**config.mk**
```make
export PLATFORM = sky130hd
export DESIGN_NAME = cache_miss_ctrl_flat
export DESIGN_NICKNAME = d
export VERILOG_FILES = /design/src/rtl/cache_miss_ctrl_if.sv /design/src/rtl/cache_miss_ctrl.sv /design/src/flat_wrapper.sv
export SDC_FILE = /design/constraint.sdc
export NUM_CORES = 2
export LEC_CHECK = 0
export CAP_MARGIN = 20
export CELL_PAD_IN_SITES_DETAIL_PLACEMENT = 1
export CELL_PAD_IN_SITES_GLOBAL_PLACEMENT = 1
export CORE_AREA = 2 2 455 457
export DETAILED_ROUTE_END_ITERATION = 16
export DIE_AREA = 0 0 457 459
export DONT_BUFFER_PORTS = 1
export MAX_ROUTING_LAYER = met4
export PLACE_DENSITY = 0.45
export SKIP_CTS_REPAIR_TIMING = 1
export SYNTH_ARGS = -nofsm -noshare
export SYNTH_HDL_FRONTEND = slang
export SYNTH_SLANG_ARGS = --single-unit
export TNS_END_PERCENT = 5
```
**constraint.sdc**
```tcl
create_clock -name clk -period 21.4 [get_ports clk]
set_clock_uncertainty 0.2 [all_clocks]
set_input_delay 1.07 -clock clk [delete_from_list [all_inputs] [get_ports clk]]
set_output_delay 1.07 -clock clk [all_outputs]
set_load 0.05 [all_outputs]
```
**src/rtl/cache_miss_ctrl_if.sv**
```systemverilog
// cache_miss_ctrl_if: CPU, line-array and memory bus bundle for cache_miss_ctrl.
// Ports: cpu_* load/store handshake, arr_* line array access, mem_* line transfer.
// Modports: slave = the controller, master = the surrounding CPU/array/memory.
interface cache_miss_ctrl_if #(parameter int ADDR_W = 32);
    logic              cpu_valid;
    logic              cpu_ready;
    logic              cpu_we;
    logic [ADDR_W-1:0] cpu_addr;
    logic [31:0]       cpu_wdata;
    logic [31:0]       cpu_rdata;
    logic              cpu_done;
    logic [2:0]        arr_set;
    logic              arr_way;
    logic [255:0]      arr_rdata;
    logic              arr_we;
    logic [255:0]      arr_wdata;
    logic              mem_req;
    logic              mem_we;
    logic [ADDR_W-1:0] mem_addr;
    logic [255:0]      mem_wdata;
    logic [255:0]      mem_rdata;
    logic              mem_ack;
    modport slave (
        input  cpu_valid, cpu_we, cpu_addr, cpu_wdata, arr_rdata, mem_rdata, mem_ack,
        output cpu_ready, cpu_rdata, cpu_done, arr_set, arr_way, arr_we, arr_wdata,
               mem_req, mem_we, mem_addr, mem_wdata
    );
    modport master (
        output cpu_valid, cpu_we, cpu_addr, cpu_wdata, arr_rdata, mem_rdata, mem_ack,
        input  cpu_ready, cpu_rdata, cpu_done, arr_set, arr_way, arr_we, arr_wdata,
               mem_req, mem_we, mem_addr, mem_wdata
    );
endinterface

```
**src/rtl/cache_miss_ctrl.sv**
```systemverilog
// cache_miss_ctrl: blocking miss sequencer for a 2-way, 8-set, 256-bit-line data cache.
// Ports: clk, rst_n (sync, active-low), bus (cache_miss_ctrl_if.slave).
// Optional macro CACHE_STATS_EN adds hit_cnt/miss_cnt lookup counters.
module cache_miss_ctrl #(parameter int ADDR_W = 32) (
    input logic clk,
    input logic rst_n,
    cache_miss_ctrl_if.slave bus
`ifdef CACHE_STATS_EN
    ,
    output logic [31:0] hit_cnt,
    output logic [31:0] miss_cnt
`endif
);
    localparam int TAG_W = ADDR_W - 8;
    typedef enum logic [2:0] {IDLE, LOOKUP, WB, REFILL, INSTALL, RESPOND} state_t;
    state_t            state_q, state_d;
    logic [ADDR_W-3:0] addr_q, addr_d;
    logic              we_q, we_d;
    logic [31:0]       wdata_q, wdata_d;
    logic              victim_q, victim_d;
    logic [255:0]      line_q, line_d;
    logic [TAG_W-1:0]  tag_q [8][2];
    logic [TAG_W-1:0]  tag_d [8][2];
    logic [7:0][1:0]   valid_q, valid_d, dirty_q, dirty_d;
    logic [7:0]        lru_q, lru_d;
    logic [31:0]       cpu_rdata_q, cpu_rdata_d;
    logic              cpu_done_q, cpu_done_d;
    logic              mem_req_q, mem_req_d;
    logic              mem_we_q, mem_we_d;
    logic [ADDR_W-1:0] mem_addr_q, mem_addr_d;
    logic [255:0]      mem_wdata_q, mem_wdata_d;
    logic [TAG_W-1:0]  tag;
    logic [2:0]        set, word;
    logic              hit0, hit1, hit, hit_way, victim;
    logic [255:0]      base, merged;
    logic [31:0]       sel_word;
    logic              unused_addr;
    assign unused_addr = ^bus.cpu_addr[1:0];
    assign tag = addr_q[ADDR_W-3:6];
    assign set = addr_q[5:3];
    assign word = addr_q[2:0];
    assign hit0 = valid_q[set][0] && tag_q[set][0] == tag;
    assign hit1 = valid_q[set][1] && tag_q[set][1] == tag;
    assign hit = hit0 | hit1;
    assign hit_way = ~hit0;
    assign victim = !valid_q[set][0] ? 1'b0 : !valid_q[set][1] ? 1'b1 : lru_q[set];
    // The line being worked on comes from the array on a hit, from the refill buffer on install.
    assign base = (state_q == INSTALL) ? line_q : bus.arr_rdata;
    assign sel_word = base[{word, 5'b0} +: 32];
    always_comb begin
        merged = base;
        merged[{word, 5'b0} +: 32] = wdata_q;
    end
    assign bus.cpu_ready = state_q == IDLE;
    assign bus.cpu_rdata = cpu_rdata_q;
    assign bus.cpu_done = cpu_done_q;
    assign bus.arr_set = set;
    assign bus.arr_way = (state_q == LOOKUP) ? (hit ? hit_way : victim) : victim_q;
    assign bus.arr_we = (state_q == LOOKUP && hit && we_q) || state_q == INSTALL;
    assign bus.arr_wdata = (state_q == INSTALL && !we_q) ? line_q : merged;
    assign bus.mem_req = mem_req_q;
    assign bus.mem_we = mem_we_q;
    assign bus.mem_addr = mem_addr_q;
    assign bus.mem_wdata = mem_wdata_q;
    always_comb begin
        state_d = state_q;
        addr_d = addr_q;
        we_d = we_q;
        wdata_d = wdata_q;
        victim_d = victim_q;
        line_d = line_q;
        tag_d = tag_q;
        valid_d = valid_q;
        dirty_d = dirty_q;
        lru_d = lru_q;
        cpu_rdata_d = cpu_rdata_q;
        cpu_done_d = 1'b0;
        mem_req_d = mem_req_q;
        mem_we_d = mem_we_q;
        mem_addr_d = mem_addr_q;
        mem_wdata_d = mem_wdata_q;
        case (state_q)
            IDLE: if (bus.cpu_valid) begin
                addr_d = bus.cpu_addr[ADDR_W-1:2];
                we_d = bus.cpu_we;
                wdata_d = bus.cpu_wdata;
                state_d = LOOKUP;
            end
            LOOKUP: if (hit) begin
                cpu_rdata_d = we_q ? cpu_rdata_q : sel_word;
                dirty_d[set][hit_way] = dirty_q[set][hit_way] | we_q;
                lru_d[set] = ~hit_way;
                cpu_done_d = 1'b1;
                state_d = RESPOND;
            end else begin
                victim_d = victim;
                mem_req_d = 1'b1;
                // arr_way already points at the victim, so arr_rdata is the line to write back.
                if (valid_q[set][victim] && dirty_q[set][victim]) begin
                    mem_we_d = 1'b1;
                    mem_addr_d = {tag_q[set][victim], set, 5'b0};
                    mem_wdata_d = bus.arr_rdata;
                    state_d = WB;
                end else begin
                    mem_we_d = 1'b0;
                    mem_addr_d = {tag, set, 5'b0};
                    state_d = REFILL;
                end
            end
            WB: if (bus.mem_ack) begin
                mem_we_d = 1'b0;
                mem_addr_d = {tag, set, 5'b0};
                state_d = REFILL;
            end
            REFILL: if (bus.mem_ack) begin
                line_d = bus.mem_rdata;
                mem_req_d = 1'b0;
                state_d = INSTALL;
            end
            INSTALL: begin
                tag_d[set][victim_q] = tag;
                valid_d[set][victim_q] = 1'b1;
                dirty_d[set][victim_q] = we_q;
                lru_d[set] = ~victim_q;
                cpu_rdata_d = we_q ? cpu_rdata_q : sel_word;
                cpu_done_d = 1'b1;
                state_d = RESPOND;
            end
            default: state_d = IDLE;
        endcase
    end
    always_ff @(posedge clk) begin
        addr_q <= addr_d;
        we_q <= we_d;
        wdata_q <= wdata_d;
        victim_q <= victim_d;
        line_q <= line_d;
        tag_q <= tag_d;
        if (!rst_n) begin
            state_q <= IDLE;
            valid_q <= '0;
            dirty_q <= '0;
            lru_q <= '0;
            cpu_rdata_q <= '0;
            cpu_done_q <= 1'b0;
            mem_req_q <= 1'b0;
            mem_we_q <= 1'b0;
            mem_addr_q <= '0;
            mem_wdata_q <= '0;
        end else begin
            state_q <= state_d;
            valid_q <= valid_d;
            dirty_q <= dirty_d;
            lru_q <= lru_d;
            cpu_rdata_q <= cpu_rdata_d;
            cpu_done_q <= cpu_done_d;
            mem_req_q <= mem_req_d;
            mem_we_q <= mem_we_d;
            mem_addr_q <= mem_addr_d;
            mem_wdata_q <= mem_wdata_d;
        end
    end
`ifdef CACHE_STATS_EN
    logic [31:0] hit_cnt_q, hit_cnt_d, miss_cnt_q, miss_cnt_d;
    assign hit_cnt_d = hit_cnt_q + {31'b0, state_q == LOOKUP && hit};
    assign miss_cnt_d = miss_cnt_q + {31'b0, state_q == LOOKUP && !hit};
    assign hit_cnt = hit_cnt_q;
    assign miss_cnt = miss_cnt_q;
    always_ff @(posedge clk) begin
        if (!rst_n) begin
            hit_cnt_q <= '0;
            miss_cnt_q <= '0;
        end else begin
            hit_cnt_q <= hit_cnt_d;
            miss_cnt_q <= miss_cnt_d;
        end
    end
`endif
endmodule

```
**src/flat_wrapper.sv**
```systemverilog
// flat-port wrapper written by rule: the top's interface ports become plain ports
module cache_miss_ctrl_flat 
#(parameter int ADDR_W = 32)
  (clk, rst_n, bus_cpu_valid, bus_cpu_we, bus_cpu_addr, bus_cpu_wdata, bus_arr_rdata, bus_mem_rdata, bus_mem_ack, bus_cpu_ready, bus_cpu_rdata, bus_cpu_done, bus_arr_set, bus_arr_way, bus_arr_we, bus_arr_wdata, bus_mem_req, bus_mem_we, bus_mem_addr, bus_mem_wdata);
  cache_miss_ctrl_if #(.ADDR_W(ADDR_W)) bus_i ();
  input logic clk;
  input logic rst_n;
  input wire logic [$bits(bus_i.cpu_valid)-1:0] bus_cpu_valid;
  input wire logic [$bits(bus_i.cpu_we)-1:0] bus_cpu_we;
  input wire logic [$bits(bus_i.cpu_addr)-1:0] bus_cpu_addr;
  input wire logic [$bits(bus_i.cpu_wdata)-1:0] bus_cpu_wdata;
  input wire logic [$bits(bus_i.arr_rdata)-1:0] bus_arr_rdata;
  input wire logic [$bits(bus_i.mem_rdata)-1:0] bus_mem_rdata;
  input wire logic [$bits(bus_i.mem_ack)-1:0] bus_mem_ack;
  output wire logic [$bits(bus_i.cpu_ready)-1:0] bus_cpu_ready;
  output wire logic [$bits(bus_i.cpu_rdata)-1:0] bus_cpu_rdata;
  output wire logic [$bits(bus_i.cpu_done)-1:0] bus_cpu_done;
  output wire logic [$bits(bus_i.arr_set)-1:0] bus_arr_set;
  output wire logic [$bits(bus_i.arr_way)-1:0] bus_arr_way;
  output wire logic [$bits(bus_i.arr_we)-1:0] bus_arr_we;
  output wire logic [$bits(bus_i.arr_wdata)-1:0] bus_arr_wdata;
  output wire logic [$bits(bus_i.mem_req)-1:0] bus_mem_req;
  output wire logic [$bits(bus_i.mem_we)-1:0] bus_mem_we;
  output wire logic [$bits(bus_i.mem_addr)-1:0] bus_mem_addr;
  output wire logic [$bits(bus_i.mem_wdata)-1:0] bus_mem_wdata;
  assign bus_i.cpu_valid = bus_cpu_valid;
  assign bus_i.cpu_we = bus_cpu_we;
  assign bus_i.cpu_addr = bus_cpu_addr;
  assign bus_i.cpu_wdata = bus_cpu_wdata;
  assign bus_i.arr_rdata = bus_arr_rdata;
  assign bus_i.mem_rdata = bus_mem_rdata;
  assign bus_i.mem_ack = bus_mem_ack;
  assign bus_cpu_ready = bus_i.cpu_ready;
  assign bus_cpu_rdata = bus_i.cpu_rdata;
  assign bus_cpu_done = bus_i.cpu_done;
  assign bus_arr_set = bus_i.arr_set;
  assign bus_arr_way = bus_i.arr_way;
  assign bus_arr_we = bus_i.arr_we;
  assign bus_arr_wdata = bus_i.arr_wdata;
  assign bus_mem_req = bus_i.mem_req;
  assign bus_mem_we = bus_i.mem_we;
  assign bus_mem_addr = bus_i.mem_addr;
  assign bus_mem_wdata = bus_i.mem_wdata;
  cache_miss_ctrl #(.ADDR_W(ADDR_W)) u_core (.clk(clk), .rst_n(rst_n), .bus(bus_i));
endmodule
```
[Word-level counts from Yosys, hierarchy flattened]
Index checks and enable logic that the tools add are counted.
Widths: inputs -> output; s select.
Storage, ports and cells
  bits in registers: 1070
  output and inout bits: 585
  logic and storage cells: 175
Cells by class
  $add $sub $neg: 1
  magnitude comparators: 12
  equality and inequality tests: 11
  shift-type cells: 3
  mux-type cells: 69
  bitwise operators: 9
  reductions and logical operators: 25
Operators with widths (count)
  $mux 256: 2
  $bwmux 384: 1
  $bwmux 256: 1
  $shift 32x10->256 const A: 1
  $shiftx 256x9->32: 1
  $shiftx 32x10->256: 1
  $mux 32: 5
  $bmux 48 s3: 1
  $demux 48 s3: 1
  $mux 48: 3
  $pmux 32 s2: 2
  $mux 24: 4
  $eq 24x24->1: 2
  $bwmux 16: 2
  $pmux 16 s2: 1
  $demux 24 s1: 1
  $mux 1: 20
  $bwmux 8: 2
  $mux 16: 1
  $or 16x16->16: 1
  $pmux 8 s2: 1
  $pmux 3 s5: 1
  $bmux 2 s3: 2
  $demux 2 s3: 2
  32 further kinds: 71

[Longest topological paths before layout]
  depth in word-level cells: 16
  mapped depth: 18
  mapped depth without buffers: 10

[Least setup slack after synthesis]
Ideal clock, no wire load.
  path type: input -> register
  start point: in bus_mem_ack
  end point: reg u_core.line_q[0], enable pin
  arrival time: 11744 ps
  required time: 20323 ps
  setup slack: 8579 ps
  stages on the path: 2
  cell sequence: nand2_1 -> nor2_1
Between the ends
  word-level cells in the longest chain between the ends: 1
Ends and longest elaborated chain
  start: declaration: RTL line flat_wrapper.sv:14  | input wire logic [$bits(bus_i.mem_ack)-1:0] bus_mem_ack;
  $reduce_and 2->1 (no line)
  end signal: assignment: RTL line cache_miss_ctrl.sv:137  | line_q <= line_d;
  end: declaration: RTL line cache_miss_ctrl.sv:21  | logic [255:0] line_q, line_d;
No other way between the ends.
A chain may end at the register's enable or synchronous reset.

[Worst setup path in the final report]
  start point: reg u_core.addr_q[5]
  end point: reg u_core.mem_wdata_q[242], in the netlist u_core.bus.mem_wdata[242]
Between the ends
  word-level cells in the longest chain between the ends: 9
Ends and longest elaborated chain
  start: declaration: RTL line cache_miss_ctrl.sv:17  | logic [ADDR_W-3:0] addr_q, addr_d;
  start signal: assignment: RTL line cache_miss_ctrl.sv:133  | addr_q <= addr_d;
  $not 3->4 (implied by the code): RTL line cache_miss_ctrl.sv:42, cache_miss_ctrl.sv:43
  $bmux 48 s3: RTL line cache_miss_ctrl.sv:42, cache_miss_ctrl.sv:43
  $mux 48 (implied by the code) (2 in series): RTL line cache_miss_ctrl.sv:42  | assign hit0 = valid_q[set][0] && tag_q[set][0] == tag;
  $eq 24x24->1, on equally long branches: RTL line cache_miss_ctrl.sv:42, cache_miss_ctrl.sv:43
  $logic_and 1x1->1, on equally long branches: RTL line cache_miss_ctrl.sv:42, cache_miss_ctrl.sv:43
  $or 1x1->1: RTL line cache_miss_ctrl.sv:44  | assign hit = hit0 | hit1;
  $not 1->1 (no line)
  $reduce_and 3->1 (no line) (*)
  end signal: assignment: RTL line cache_miss_ctrl.sv:160  | mem_wdata_q <= mem_wdata_d;
  end: declaration: RTL line cache_miss_ctrl.sv:31  | logic [255:0] mem_wdata_q, mem_wdata_d;
Mark *: on every way between the ends. The rest lies on a longest branch, timed or not. The select of a mux whose other input is x is not followed.

==> metrics <==
# fillers ~22,000; placed wire-length estimate ~240,000 um; most common cell after layout, fill and taps aside edfxtp_1; Fin Setup TNS 0 ns; predominant post-synthesis flop cell edfxtp_1; Peak VDD IR 78.6 uV; via/cell ratio around 5.6; Multi-input gate area ~0.019 sq mm; status finished clean; Avg Inst Size Synth about 13 sq um; DR WL/cell 47.3 um; Int Power 3.86 mW; Tightest Pin Transition about 1.2 ns; Worst-Skew Late Latency between 0.7 and 0.8 ns; nets between 4,000 and 5,000; Synth Register Bits about 1,100; Hold Crit Class in2reg; largest net degree at the start of global routing between 150 and 200; number of global-route vias before repair 36,300; Power Dens Cells a little under 100 mW/mm^2; CP required 21.82 ns; IO Count 1,166; Max Freq roughly 130 MHz; post-synthesis instance total between 3,000 and 4,000; standby leakage power approximately 18 nW; Slew headroom 17.4%; warnings from Yosys 0; Comb power frac between 10% and 20%; Reg power frac around two fifths; overall die width between 400 and 500 um; core box area slightly above 0.2 sq mm; gr usage total between 30 and 40%; Sw Ratio 30.5%; Area growth syn-to-layout 17.8%; synth unique cells slightly below 80; Switch Pwr ~1.7 mW; R2R Setup Slk ~13 ns; CTS sink cnt 1,065; port bufs 0; gr ovfl total 0; CTS tree built; source of the worst register-to-register timing path u_core.addr_q[5]$_DFFE_PP_; Startpoint Class flip-flop; Die H between 400 and 500 um; Final Hold Vio Count 0; Seq. cell area 0.0284 sq mm; Final Critical Period roughly 8 ns; CP Class reg2reg; Setup Viol. Count Final 0; crit path DAT 8.40 ns; asr flop ratio synth 0%; routability cong. 0.952; synthesized area between 0.04 and 0.05 sq mm; post-synthesis sequential area ratio between 50% and 60%; DRT Pass-1 Iters 5; DR vias between 30,000 and 40,000; root buf cell clkbuf_16; Rows around 170; max_cap viols 0; overall power approximately 5.6 mW; drt total wl about 320,000 um; Period Utilization, post-route between 30 and 40%; most frequent cells in the layout edfxtp_1, nor2_1, mux2i_1; RSZ-0062 raised after global routing false; Worst Setup SP u_core.addr_q[5]$_DFFE_PP_; H-tree levels 4; DR iter-0 viols 4,609; first-pass GRT wire length slightly above 400,000 um; max-slew violations 0; CTS buffer count roughly 140; clk slew on worst S/H paths roughly 0.07 ns; number of flops mapped to enable cells by yosys ~700; starting density of the core 23.8%; Residual DRC 0; Clock Tree Buf Depth 3; worst-path maximum fanout ~100; Die ar. about 0.21 sq mm; Setup crit end kind flip-flop; clock share of power 43.4%; layout cells sized above 1 between 15 and 20%; antenna violations before repair about 170; Routed Antenna Nets 0; Hold Startpoint bus_mem_rdata[170]
[power by group through the flow]
stage | clock (mW) | combinational, mW | sequential [mW]
2_1_floorplan | 0 | 0.538 | 2.34
3_3_place_gp | 0 | 0.797 | 2.36
3_5_place_dp | 0 | 0.814 | 2.37
4_1_cts | 2.46 | 0.816 | 2.32
5_1_grt | 2.53 | 0.843 | 2.33
6_report | 2.41 | 0.818 | 2.32
[critical path, cell delays in order, from the launching register on]
cell,delay (ns)
edfxtp_1,0.70
buf_12,0.44
buf_4,0.77
mux4_2,0.41
mux2i_1,0.31
xor2_1,0.24
o21ai_0,0.37
nand4b_1,0.30
nor4_1,0.16
nor3_2,0.69
buf_4,0.76
buf_4,0.79
buf_4,0.87
mux2i_1,0.28
nor2_1,0.06
[sequential cells by signal, indices dropped and copies added (netlist names), 3 cells and up]
name                  count
u_core.tag_q            384
u_core.bus.cpu_rdata     32
u_core.lru_q              8
u_core.bus.mem_addr      27
u_core.wdata_q           32
u_core.valid_q           16
u_core.line_q           256
u_core.bus.mem_wdata    256
u_core.dirty_q           16
u_core.addr_q            30
u_core.state_q            3
[cell type report]
cell class	instances	share of cell area, %
flip-flops and latches	1065	49.2
multi-input cells	2318	33.2
clock buffers	199	6.87
well taps	2704	5.87
repair buffers	182	2.71
clock inverters	56	1.12
diodes	152	0.660
inverters	55	0.373
[worst paths after layout]
path | depth (start not counted) | end
setup / recovery | 14 | u_core.bus.mem_wdata[242]$_SDFFE_PN0P_
hold / removal | 0 | u_core.line_q[170]$_DFFE_PP_
hold reg to reg | 2 | u_core.dirty_q[8]$_SDFFE_PN0P_
setup reg to reg | 14 | u_core.bus.mem_wdata[242]$_SDFFE_PN0P_
[metrics by stage]
stage	instance area [sq um]	hold WS, ns	instances	utilization, %	setup WS, ns
floorplan	49000	0.225	3784	-	8.58
global placement	52300	0.246	6291	25.4	13.46
detailed placement	52600	0.257	6320	25.6	13.45
CTS	57200	0.0946	6575	27.8	13.29
global route	57600	0.114	6710	28.0	13.11
finish	57700	0.165	6731	28.0	13.42
[cell usage after synthesis, types with 48 or more instances]
cell      instances  area (sq um)
clkbuf_1        245           920
o21ai_0         231          1160
edfxtp_1        704         21100
nor3_1           61           305
o22ai_1          63           394
nand2_1         126           473
mux4_2          200          4500
dfxtp_1         361          7230
a22oi_1         374          2810
nor2_1          401          1510
mux2_2           48           541
mux2i_1         379          3790
[kinds of logic after synthesis]
group / count (synthesis) / synth area share (%)
multiplexers: 628 / 18.1
AO/OA/AOI/OAI: 897 / 12.7
flip-flops: 1065 / 58.0
XOR/XNOR: 29 / 0.519
other: 1 / 0.00766
adder cells (fa/ha/maj): 5 / 0.128
buffers and inverters: 401 / 3.73
AND/OR/NAND/NOR: 754 / 6.87
[routing by layer]
layer  up-vias  routed length [um]  global-route usage (%)
met5         -                   0                       -
li1      14800                   -                       -
met3       609               34600                    11.6
met1     20000              121000                    34.5
met4         0               20200                    16.9
met2      2423              143000                    45.1
Power figures use the tool's default switching activity.
